--- src/rtl/pkt_chan_arbiter.sv ---
// Round-robin arbiter that hands one packet channel to a single requester for a
// whole packet (head..tail), enforcing a maximum packet length.
module pkt_chan_arbiter #(
   parameter int NUM_REQ = 4,
   parameter int DW      = 8,
   parameter int MAX_LEN = 16
) (
   input  logic                  clk,
   input  logic                  reset,
   input  logic [NUM_REQ-1:0]    req,
   input  logic [NUM_REQ-1:0]    in_valid,
   input  logic [NUM_REQ-1:0]    in_head,
   input  logic [NUM_REQ-1:0]    in_tail,
   input  logic [NUM_REQ*DW-1:0] in_data,
   output logic [NUM_REQ-1:0]    grant,
   output logic                  out_valid,
   output logic                  out_head,
   output logic                  out_tail,
   output logic [DW-1:0]         out_data,
   output logic [1:0]            arb_state,
   output logic                  proto_err,
   output logic                  len_err
);

   localparam int IW = (NUM_REQ > 1) ? $clog2(NUM_REQ) : 1;
   localparam int CW = $clog2(MAX_LEN + 1);

   typedef enum logic [1:0] {
      ARB_IDLE  = 2'b00,
      ARB_GRANT = 2'b01,
      ARB_BUSY  = 2'b10,
      ARB_DRAIN = 2'b11
   } arb_state_e;

   arb_state_e          state_q, state_d;
   logic [NUM_REQ-1:0]  grant_q, grant_d;
   logic [IW-1:0]       ptr_q, ptr_d;
   logic [CW-1:0]       cnt_q, cnt_d;
   logic                out_valid_q, out_valid_d;
   logic                out_head_q, out_head_d;
   logic                out_tail_q, out_tail_d;
   logic [DW-1:0]       out_data_q, out_data_d;
   logic                proto_err_q, proto_err_d;
   logic                len_err_q, len_err_d;

   logic                g_valid, g_head, g_tail, g_req;
   logic [DW-1:0]       g_data;
   logic [NUM_REQ-1:0]  hi_mask, req_hi, pick_vec, win_oh;
   logic [IW-1:0]       win_idx, ptr_nxt;
   logic                at_limit;

   // Only the granted requester's beat is visible to the FSM.
   always_comb begin
      g_valid = |(in_valid & grant_q);
      g_head  = |(in_head & grant_q);
      g_tail  = |(in_tail & grant_q);
      g_req   = |(req & grant_q);
      g_data  = '0;
      for (int i = 0; i < NUM_REQ; i++) begin
         if (grant_q[i]) g_data = in_data[i*DW +: DW];
      end
   end

   // Requests at or above the pointer win first; otherwise wrap to the lowest index.
   always_comb begin
      hi_mask = '0;
      for (int i = 0; i < NUM_REQ; i++) begin
         hi_mask[i] = (i >= int'(ptr_q));
      end
      req_hi   = req & hi_mask;
      pick_vec = (|req_hi) ? req_hi : req;
      win_idx  = '0;
      win_oh   = '0;
      for (int i = NUM_REQ - 1; i >= 0; i--) begin
         if (pick_vec[i]) begin
            win_idx    = IW'(i);
            win_oh     = '0;
            win_oh[i]  = 1'b1;
         end
      end
      ptr_nxt = (win_idx == IW'(NUM_REQ - 1)) ? '0 : win_idx + IW'(1);
   end

   assign at_limit = (cnt_q == CW'(MAX_LEN - 1));

   always_ff @(posedge clk or posedge reset) begin
      if (reset) begin
         state_q     <= ARB_IDLE;
         grant_q     <= '0;
         ptr_q       <= '0;
         cnt_q       <= '0;
         out_valid_q <= 1'b0;
         out_head_q  <= 1'b0;
         out_tail_q  <= 1'b0;
         out_data_q  <= '0;
         proto_err_q <= 1'b0;
         len_err_q   <= 1'b0;
      end else begin
         state_q     <= state_d;
         grant_q     <= grant_d;
         ptr_q       <= ptr_d;
         cnt_q       <= cnt_d;
         out_valid_q <= out_valid_d;
         out_head_q  <= out_head_d;
         out_tail_q  <= out_tail_d;
         out_data_q  <= out_data_d;
         proto_err_q <= proto_err_d;
         len_err_q   <= len_err_d;
      end
   end

   always_comb begin
      state_d = state_q;
      grant_d = grant_q;
      ptr_d   = ptr_q;
      cnt_d   = cnt_q;
      case (state_q)
         ARB_IDLE: begin
            cnt_d = '0;
            if (|req) begin
               state_d = ARB_GRANT;
               grant_d = win_oh;
               ptr_d   = ptr_nxt;
            end
         end
         ARB_GRANT: begin
            if (g_valid && g_head) begin
               if (g_tail) begin
                  state_d = ARB_IDLE;
                  grant_d = '0;
               end else begin
                  state_d = ARB_BUSY;
                  cnt_d   = CW'(1);
               end
            end else if (!g_valid && !g_req) begin
               state_d = ARB_IDLE;
               grant_d = '0;
            end
         end
         ARB_BUSY: begin
            // req is ignored here: the grant is held until tail or abort.
            if (g_valid) begin
               cnt_d = cnt_q + CW'(1);
               if (g_tail) begin
                  state_d = ARB_IDLE;
                  grant_d = '0;
               end else if (at_limit) begin
                  state_d = ARB_DRAIN;
               end
            end
         end
         ARB_DRAIN: begin
            if (g_valid && g_tail) begin
               state_d = ARB_IDLE;
               grant_d = '0;
            end
         end
         default: begin
            state_d = ARB_IDLE;
            grant_d = '0;
         end
      endcase
   end

   always_comb begin
      out_valid_d = 1'b0;
      out_head_d  = 1'b0;
      out_tail_d  = 1'b0;
      out_data_d  = '0;
      proto_err_d = 1'b0;
      len_err_d   = 1'b0;
      case (state_q)
         ARB_GRANT: begin
            if (g_valid) begin
               if (g_head) begin
                  out_valid_d = 1'b1;
                  out_head_d  = 1'b1;
                  out_tail_d  = g_tail;
                  out_data_d  = g_data;
               end else begin
                  proto_err_d = 1'b1;
               end
            end
         end
         ARB_BUSY: begin
            // Mid-packet heads are demoted; an over-long packet is closed with a forced tail.
            if (g_valid) begin
               out_valid_d = 1'b1;
               out_tail_d  = g_tail | at_limit;
               out_data_d  = g_data;
               proto_err_d = g_head & ~g_tail;
               len_err_d   = at_limit & ~g_tail;
            end
         end
         default: begin
         end
      endcase
   end

   assign grant     = grant_q;
   assign out_valid = out_valid_q;
   assign out_head  = out_head_q;
   assign out_tail  = out_tail_q;
   assign out_data  = out_data_q;
   assign arb_state = state_q;
   assign proto_err = proto_err_q;
   assign len_err   = len_err_q;

endmodule

--- config.mk ---
export PLATFORM = sky130hd
export DESIGN_NAME = pkt_chan_arbiter
export DESIGN_NICKNAME = d
export VERILOG_FILES = /design/src/rtl/pkt_chan_arbiter.sv
export SDC_FILE = /design/constraint.sdc
export NUM_CORES = 1
export LEC_CHECK = 0
export ABC_CLOCK_PERIOD_IN_PS = 2700
export BUFFER_PORTS_ARGS = -buffer_cell sky130_fd_sc_hd__clkbuf_2
export CORE_ASPECT_RATIO = 0.7
export CORE_MARGIN = 5
export CORE_UTILIZATION = 53
export CTS_BUF_LIST = sky130_fd_sc_hd__clkbuf_4 sky130_fd_sc_hd__clkbuf_8
export CTS_CLUSTER_DIAMETER = 80
export DETAILED_ROUTE_END_ITERATION = 7
export PLACE_DENSITY = 0.95
export SYNTH_ARGS = -nofsm -noshare
export SYNTH_HDL_FRONTEND = slang
export SYNTH_SLANG_ARGS = --single-unit
--- constraint.sdc ---
create_clock -name clk -period 2.7 [get_ports clk]
set_input_delay 0.405 -clock clk [delete_from_list [all_inputs] [get_ports clk]]
set_output_delay 0.405 -clock clk [all_outputs]
set_load 0.03 [all_outputs]
Word-level counts from Yosys, hierarchy flattened
Index checks and enable logic that the tools add are counted.

Flip-flop bits (word level): 26. Input port bits: 50. Output and inout port bits: 19. Word-level logic and storage cells: 106.

Add/sub/neg operators: 2. $lt $le $gt $ge: 3. Equal/unequal tests: 12. Muxes and demuxes: 53. Bitwise operators: 9. Reductions and logical operators: 17.

Operators with widths (number): 8-bit two-way mux (7); 4-bit two-way mux (11); 2-bit two-way mux (13); 4-bit OR reduction (6); 4-bit bitwise AND (5); 4-bit one-hot mux with 4 select lines (1); 8-bit one-hot mux with 2 select lines (1); 5-bit two-way mux (3); 5-bit one-hot mux with 3 select lines (1); 1-bit two-way mux (12); 2-bit inequality test (second input constant) (5); 2-bit one-hot mux with 4 select lines (1); 4-bit AND reduction (2); 2-bit equality test (second input constant) (3); 3-bit inequality test (second input constant) (2); 1-bit one-hot mux with 2 select lines (3); 5-bit by 1-bit adder with 5-bit output (second input constant) (1); 5-bit by 4-bit equality test with 1-bit output (second input constant) (1); 5-bit AND reduction (1); 1-bit by 2-bit greater-or-equal comparator with 1-bit output (first input constant) (2); 1-bit logical AND (3); 3-bit nonzero test (1); 2-bit by 1-bit adder with 2-bit output (second input constant) (1); 1-bit bitwise AND (2); other kinds (7) (8).

Logic depth before layout (Yosys ltp)
Gate-level depths: netlist (run 1).

Depth after elaboration: 10. Depth in mapped cells: 8. Gate-level depth less buffers: 7.

Worst setup path before layout (run 1)
Ideal clock, no wire load.

Path kind: reg-to-reg. From: register state_q[0] (netlist: arb_state[0]). To: register cnt_q[3]. Setup time: 0.092 ns. Data arrival time: 1.836 ns. Data required time: 2.608 ns. Path slack: 0.773 ns. Stages on the path, launching flop included: 9. Path buffers: 1. Period minus slack after synthesis: 1.927 ns. Path through: dfrtp_1 > inv_1 > ha_1 > buf_2 > nor2_1 > a311oi_2 > a31oi_4 > or2_1 > o31ai_2.

Longest elaborated chain between the ends: 3. Elaborated cells on any way between the ends: 9. Those cells by class: eq/ne (5); mux (1); reduce/logical (3).

RTL lines: from (decl) (line 35) `arb_state_e state_q, state_d;`; from (signal assigned) (line 99) `state_q <= state_d;`; 2-bit by 1-bit equality test with 1-bit output, or another cell as far along (line 117) `case (state_q)`; 2-bit inequality test (no line) / 3-bit nonzero test (equally long branches); 4-bit AND reduction (no line); to (signal assigned) (line 102) `cnt_q <= cnt_d;`; to (decl) (line 38) `logic [CW-1:0] cnt_q, cnt_d;`.

Several ways; a longest one is shown, not always the timed one. A chain may end at the register's enable or synchronous reset.

Final worst setup path (run 1)
From: register grant_q[2] (netlist: grant[2]). To: register cnt_q[3].

Longest elaborated chain between the ends: 5. Elaborated cells on any way between the ends: 11. Those cells by class: eq/ne (3); bitwise (3); reduce/logical (5).

RTL lines: from (decl) (line 36) `logic [NUM_REQ-1:0] grant_q, grant_d;`; from (signal assigned) (line 100) `grant_q <= grant_d;`; 4-bit bitwise AND, on equally long branches (line 54, 55); 4-bit OR reduction, on equally long branches (line 54, 55); 1-bit logical AND (line 127) `if (g_valid && g_head) begin`; 2-bit inequality test (no line); 4-bit AND reduction (no line) *.

Every way passes the cells marked *; elsewhere a longest branch is shown, timed or not.

==> results of run 1 <==
-- power breakdown --
group,leakage (nW),internal (mW),total (mW),switching [mW]
clock,0.0288,0.130,0.252,0.121
sequential,0.326,0.391,0.397,0.00532
combinational,0.682,0.0359,0.0718,0.0359
total,1.04,0.558,0.720,0.163
-- per-layer routing --
metal  up-vias  wire, um  share of wire [%]  global-route usage (%)
li1        796         -                  -                       -
met1       817      1890                 41                    25.4
met2        89      2260                 50                    35.6
met3         4       373                8.2                    5.45
met4         0        34               0.75                    5.99
met5         -         0                  0                       0
-- state kept, by name (all words and copies together), names as in the netlist --
register   flops
grant          4
out_tail       1
arb_state      2
proto_err      1
ptr_q          2
out_head       1
cnt_q          5
len_err        1
out_data       8
out_valid      1
-- final cells by class --
class                   count  share of cell area (%)
flip-flops and latches     26                    31.7
clock buffers               4                    2.68
multi-input cells         135                    44.1
inverters                  12                    2.20
well taps                  38                    2.32
repair buffers             69                    17.0
-- per-stage QoR --
stage	instance area [um2]	hold slack, ns	setup slack, ns	cells	util (%)
2_1_floorplan	1650	0.445	0.773	185	-
3_3_place_gp	2000	0.463	0.714	280	65.2
3_5_place_dp	2000	0.479	0.523	280	65.2
4_1_cts	2050	0.369	0.523	284	67.0
5_1_grt	2050	0.377	0.370	284	67.0
6_report	2050	0.328	0.486	284	67.0
-- synth_stat cells (2+ instances only) --
cell type / n / area (um2)
a22oi_1: 5 / 37.5
o21ai_1: 3 / 15.0
clkbuf_1: 7 / 26.3
o211ai_1: 2 / 15.0
a221oi_1: 9 / 78.8
nor2_1: 15 / 56.3
and2_1: 2 / 12.5
dfrtp_1: 26 / 651
a22oi_2: 3 / 37.5
nor2b_1: 11 / 68.8
and3_1: 2 / 12.5
a21oi_1: 17 / 85.1
inv_1: 11 / 41.3
nand3_1: 6 / 30.0
buf_2: 4 / 20.0
nor3_1: 8 / 40.0
ha_1: 6 / 75.1
o2bb2ai_1: 4 / 35.0
o22ai_1: 3 / 18.8
nand2b_1: 2 / 12.5
a22oi_4: 2 / 42.5
or2_1: 2 / 12.5
nand2_1: 14 / 52.6
o21ai_0: 6 / 30.0
-- cells by family after synthesis --
kind of cell	Yosys count	synth area share, %
flip-flops	26	39.4
AND/OR/NAND/NOR	63	18.4
AO/OA/AOI/OAI	65	31.3
buffers and inverters	24	5.76
multiplexers	1	0.606
adder cells (fa/ha/maj)	6	4.55
-- worst paths after layout --
kind / endpoint / slack, ns / depth (start not counted)
setup reg to reg: cnt_q[3]$_DFFE_PP0P_ / 0.49 / 5
hold reg to reg: cnt_q[4]$_DFFE_PP0P_ / 0.50 / 2
setup / recovery: cnt_q[3]$_DFFE_PP0P_ / 0.49 / 5
min in group clk: out_data[5]$_DFF_PP0_ / 0.38 / 3
max in group asynchronous: out_head$_DFF_PP0_ / 1.79 / 2
hold / removal: ptr_q[0]$_DFFE_PP0P_ / 0.33 / 2
==> impl_metrics.csv, run 1 <==
group,metric,value,unit
route,vias,1706,
clock_tree,ctsResizeCount,0,
timing,fin_skew,0.00673,ns
pwr,p_per_area,351,nW/um2
placed_design,portBuffers,68,
placed_design,gp_congestion,0.873,
clock_tree,clockRootBuffer,"clkbuf_8",
global_routing,grt_pass1_wl,7360,um
route,routedWlPerCell,16.0,um
logic_synthesis,synth_edf_count,0,
worst_setup_path,end_kind,"flop",
route,dr.pass1.iters,5,
clock_tree,postCtsSetupBuffers,0,
global_routing,grtUsageTotal,20.7,%
floorplanning,start_util,53.9,%
route,drc,0,
timing,max_freq,452,MHz
pwr,power_leakage,1.04,nW
worst_setup_path,slowest_stage,"dfrtp_1",
finish,seq_area,651,um2
timing,fin_setup_tns,0,ns
timing,layout_min_cycle_time,2.21,ns
worst_setup_path,cp.arrival,2.40,ns
logic_synthesis,synthCells,185,
floorplanning,die_area,4350,um2
clock_tree,cts_tree,"built",
floorplanning,die_y,56.7,um
flow_run,maxCapViolCount,0,
worst_setup_path,required,2.88,ns
timing,period_share,82.0,%
run_status,status,"complete, no violations",
floorplanning,die_width,76.7,um
timing,rsz0062_at_grt,"no",
worst_setup_path,start_kind,"flop",
floorplanning,core_area,3060,um2
logic_synthesis,yosys_warnings,0,
floorplanning,std_cell_rows,17,
worst_setup_path,crit_type,"reg2reg",
clock_tree,path_clk_slew,0.09,ns
timing,setup_viol,0,
route,vias_per_cell,6.01,
global_routing,antenna_found_initial,0,
route,antenna_left,0,
finish,layout-drive-gt1-share,33.7,%
worst_setup_path,rr_startpoint,"grant[2]$_DFFE_PP0P_",
finish,final.fill_count,272,
worst_setup_path,crit_chain,"a22oi_2, a311oi_2, a31oi_4, or2_1, o31ai_2",
pwr,ir_worst_vdd,0.000280,V
route,initialDrtViolationCount,146,
logic_synthesis,ys_seq_area_share,39.4,%
worst_setup_path,critPathMaxStageDelay,0.81,ns
logic_synthesis,yosysUniqueCellTypes,39,
clock_tree,cts_max_path_buffers,2,
floorplanning,num_io_pins,69,
worst_setup_path,cp_top_family,"compound AO/OA/AOI/OAI gates",
clock_tree,worstSkewPairLatency,0.27,ns
finish,fin_nets,303,
finish,final_cell_mix,"68 x clkbuf_2, 26 x dfrtp_1, 17 x a21oi_1",
finish,syn_to_final_growth,24.2,%
finish,multiInputGateArea,906,um2
timing,relSlewSlack,35.4,%
timing,hold_viol_final,0,
finish,final_common_cell,"clkbuf_2",
logic_synthesis,ys_ff_latch,26,
timing,slew_violations,0,
worst_setup_path,critPathBufInv,0,
clock_tree,cts_inserted_buffers,3,
pwr,power.total,0.720,mW
logic_synthesis,async_flop_share,100,%
worst_setup_path,crit_fanout,22,
logic_synthesis,syn_area,1650,um2
finish,n_antenna_cell,0,
route,wl,4560,um
hold_path,hp-class,"in2async",
clock_tree,cts_max_level,1,
global_routing,grt_max_degree,27,
global_routing,grt_pass1_vias,1603,
logic_synthesis,syn_area_per_cell,8.93,um2
logic_synthesis,yosys_most_used_dff,"dfrtp_1",
clock_tree,cts.sinks,26,
timing,worstMarginPinSlew,0.968,ns
logic_synthesis,syn_nets,241,
placed_design,dpl.hpwl,3530,um
global_routing,gr-total-overflow,0,
clock_tree,cts_hold_buf,0,
worst_setup_path,cp-startpoint,"grant[2]$_DFFE_PP0P_",
No activity file was read; power rests on OpenSTA's default activity.
==> inputs of run 2 (changes only) <==
- ABC_AREA: default -> 1
- ABC_CLOCK_PERIOD_IN_PS: 2700 -> 2200
- CORE_UTILIZATION: 53 -> 50
- PLACE_DENSITY: 0.95 -> 0.9
- clock period: 2.7 -> 2.2 ns (I/O delays scaled with it)
==> impl_metrics.csv, run 2 <==
group,metric,value,unit
logic_synthesis,synth_most_common_cell,"nand2_1",
floorplanning,std_cell_rows,18,
placed_design,placed_cell_area,2120,um2
logic_synthesis,netlist_top_cells_area,"dfrtp_1 37%, nand2_1 15%, nand3_1 7.2%, a21oi_1 4.9%, ha_1 4.3%",
placed_design,portBuffers,68,
timing,period_share,80.3,%
worst_setup_path,end_kind,"flop",
route,routedWlPerCell,11.9,um
clock_tree,cts_tree,"built",
finish,largest_reg_flops,8,
logic_synthesis,yosys_most_used_dff,"dfrtp_1",
hold_path,hp-class,"in2async",
pwr,p_per_area,1150,nW/um2
finish,final_common_cell,"nand2_1",
route,vias,1761,
timing,max_freq,566,MHz
worst_setup_path,ff2ff_path_depth,10,
route,wl,4260,um
placed_design,gp_congestion,0.923,
finish,multiInputGateArea,955,um2
worst_setup_path,r2r-end,"grant[1]$_DFFE_PP0P_",
run_status,status,"complete, no violations",
pwr,power_leakage,1.20,nW
finish,seq_area,651,um2
floorplanning,die_area,4790,um2
logic_synthesis,async_flop_share,100,%
pwr,ir_worst_vdd,0.000662,V
worst_setup_path,required,2.36,ns
placed_design,dpl.hpwl,3500,um
clock_tree,cts.sinks,26,
worst_setup_path,rr_startpoint,"arb_state[0]$_DFFE_PP0P_",
finish,layout-drive-gt1-share,33.3,%
route,initialDrtViolationCount,99,
worst_setup_path,cp.arrival,1.93,ns
logic_synthesis,ys_ff_latch,26,
floorplanning,start_util,50.6,%
clock_tree,ctsResizeCount,0,
logic_synthesis,yosys.area.top_type_share,37.3,%
floorplanning,num_io_pins,69,
global_routing,antenna_found_initial,0,
timing,slew_violations,0,
route,drc,0,
timing,worstMarginPinSlew,0.468,ns
logic_synthesis,yosysTopAreaCell,"dfrtp_1",
logic_synthesis,synthCells,242,
worst_setup_path,crit_type,"reg2reg",
logic_synthesis,synth_edf_count,0,
finish,n_antenna_cell,0,
finish,final_cell_mix,"72 x nand2_1, 68 x clkbuf_2, 26 x dfrtp_1",
finish,fin_area,2170,um2
route,dr.pass1.iters,4,
worst_setup_path,start_kind,"flop",
logic_synthesis,syn_area,1740,um2
clock_tree,cts_inserted_buffers,3,
timing,hold-worst-slack,0.0774,ns
timing,setup_viol,0,
clock_tree,postCtsSetupBuffers,0,
floorplanning,die_y,59.4,um
clock_tree,path_clk_slew,0.09,ns
logic_synthesis,syn_area_per_cell,7.21,um2
global_routing,grtUsageTotal,18.4,%
global_routing,grt_max_degree,27,
global_routing,grt_pass1_wl,6970,um
route,antenna_left,0,
finish,syn_to_final_growth,24.5,%
floorplanning,die_width,80.6,um
timing,layout_min_cycle_time,1.77,ns
timing,hold_viol_final,0,
global_routing,grt_pass1_vias,1560,
global_routing,gr-total-overflow,0,
timing,fin_skew,0.00229,ns
logic_synthesis,ys_seq_area_share,37.3,%
clock_tree,clockRootBuffer,"clkbuf_8",
clock_tree,cts_max_path_buffers,2,
clock_tree,cts_hold_buf,0,
logic_synthesis,syn_nets,298,
flow_run,maxCapViolCount,0,
worst_setup_path,r2r_slack,0.43,ns
logic_synthesis,ys_top_cells_by_count,"72 x nand2_1, 26 x dfrtp_1, 25 x nand3_1",
logic_synthesis,yosysUniqueCellTypes,25,
clock_tree,worstSkewPairLatency,0.27,ns
route,vias_per_cell,4.91,
timing,fin_setup_tns,0,ns
logic_synthesis,yosys_warnings,0,
floorplanning,core_area,3450,um2
finish,fin_nets,366,
clock_tree,cts_max_level,1,
timing,rsz0062_at_grt,"no",
worst_setup_path,crit_fanout,7,
finish,final.fill_count,311,
timing,relSlewSlack,68.8,%
==> run 2: cell types whose count changed after synthesis, sizes merged, moves of 5 or more <==
cell    before  now
a22oi       10    1
clkbuf       7    1
nor3         8    3
inv         12   27
a221oi       9    0
o211ai       2    7
nor2b       11    0
nand3        6   28
nand2       14   84
==> run 2: critical path: stages, from the launching register on <==
cell and delay [ns]:
dfrtp_1 0.44, inv_1 0.10, ha_1 0.30, inv_1 0.15, nor2_1 0.07, a21oi_2 0.13, nand2_2 0.11, nor2_8 0.17
nand2_4 0.07, nand2_1 0.06, nand2_1 0.06
==> run 2: metrics by stage <==
stage          cells  setup WS [ns]  power, mW  utilization [%]
2_1_floorplan    242          0.455       1.89                -
3_3_place_gp     355          0.566       2.16             61.4
3_5_place_dp     355          0.456       2.20             61.4
4_1_cts          359          0.431       2.51             63.0
5_1_grt          359          0.278       2.72             63.0
6_report         359          0.432       2.50             63.0
==> run 2: area by class of cell <==
| type | count | share of cell area, % |
|---|---|---|
| multi-input combinational | 183 | 44.0 |
| tap | 50 | 2.88 |
| timing repair buffer | 69 | 16.0 |
| inverter | 27 | 4.67 |
| clock buffer | 4 | 2.53 |
| sequential | 26 | 30.0 |
==> run 2: logic make-up (layout without fill, tap and decap cells) <==
group	Yosys count	count (layout)	synth area share, %
simple gates	137	137	37.4
fa+ha+maj	6	6	4.30
buf+inv	33	100	7.96
compound gates	40	40	13.1
flops	26	26	37.3
==> run 2: metal layers <==
metal	up-vias	GRT usage (%)	part of all wire, %
met5	-	0	0
met1	777	25.3	46
met4	0	3.13	0.96
met2	59	30.1	46
li1	919	-	-
met3	6	4.41	7.3
==> run 2: worst max-delay path by stage <==
stage	start	end	depth (start not counted)
detailed placement	arb_state[0]$_DFFE_PP0P_	grant[1]$_DFFE_PP0P_	10
finish	arb_state[0]$_DFFE_PP0P_	grant[1]$_DFFE_PP0P_	10
global route	arb_state[0]$_DFFE_PP0P_	grant[1]$_DFFE_PP0P_	10
floorplan	arb_state[0]$_DFFE_PP0P_	grant[1]$_DFFE_PP0P_	10
CTS	arb_state[0]$_DFFE_PP0P_	grant[1]$_DFFE_PP0P_	10
global placement	grant[1]$_DFFE_PP0P_	grant[0]$_DFFE_PP0P_	11
==> run 2: power breakdown <==
part | switching (mW) | internal (mW) | total, mW | leakage [nW]
Combinational | 0.971 | 0.489 | 1.46 | 0.816
Clock | 0.147 | 0.160 | 0.307 | 0.0288
Sequential | 0.177 | 0.560 | 0.737 | 0.353
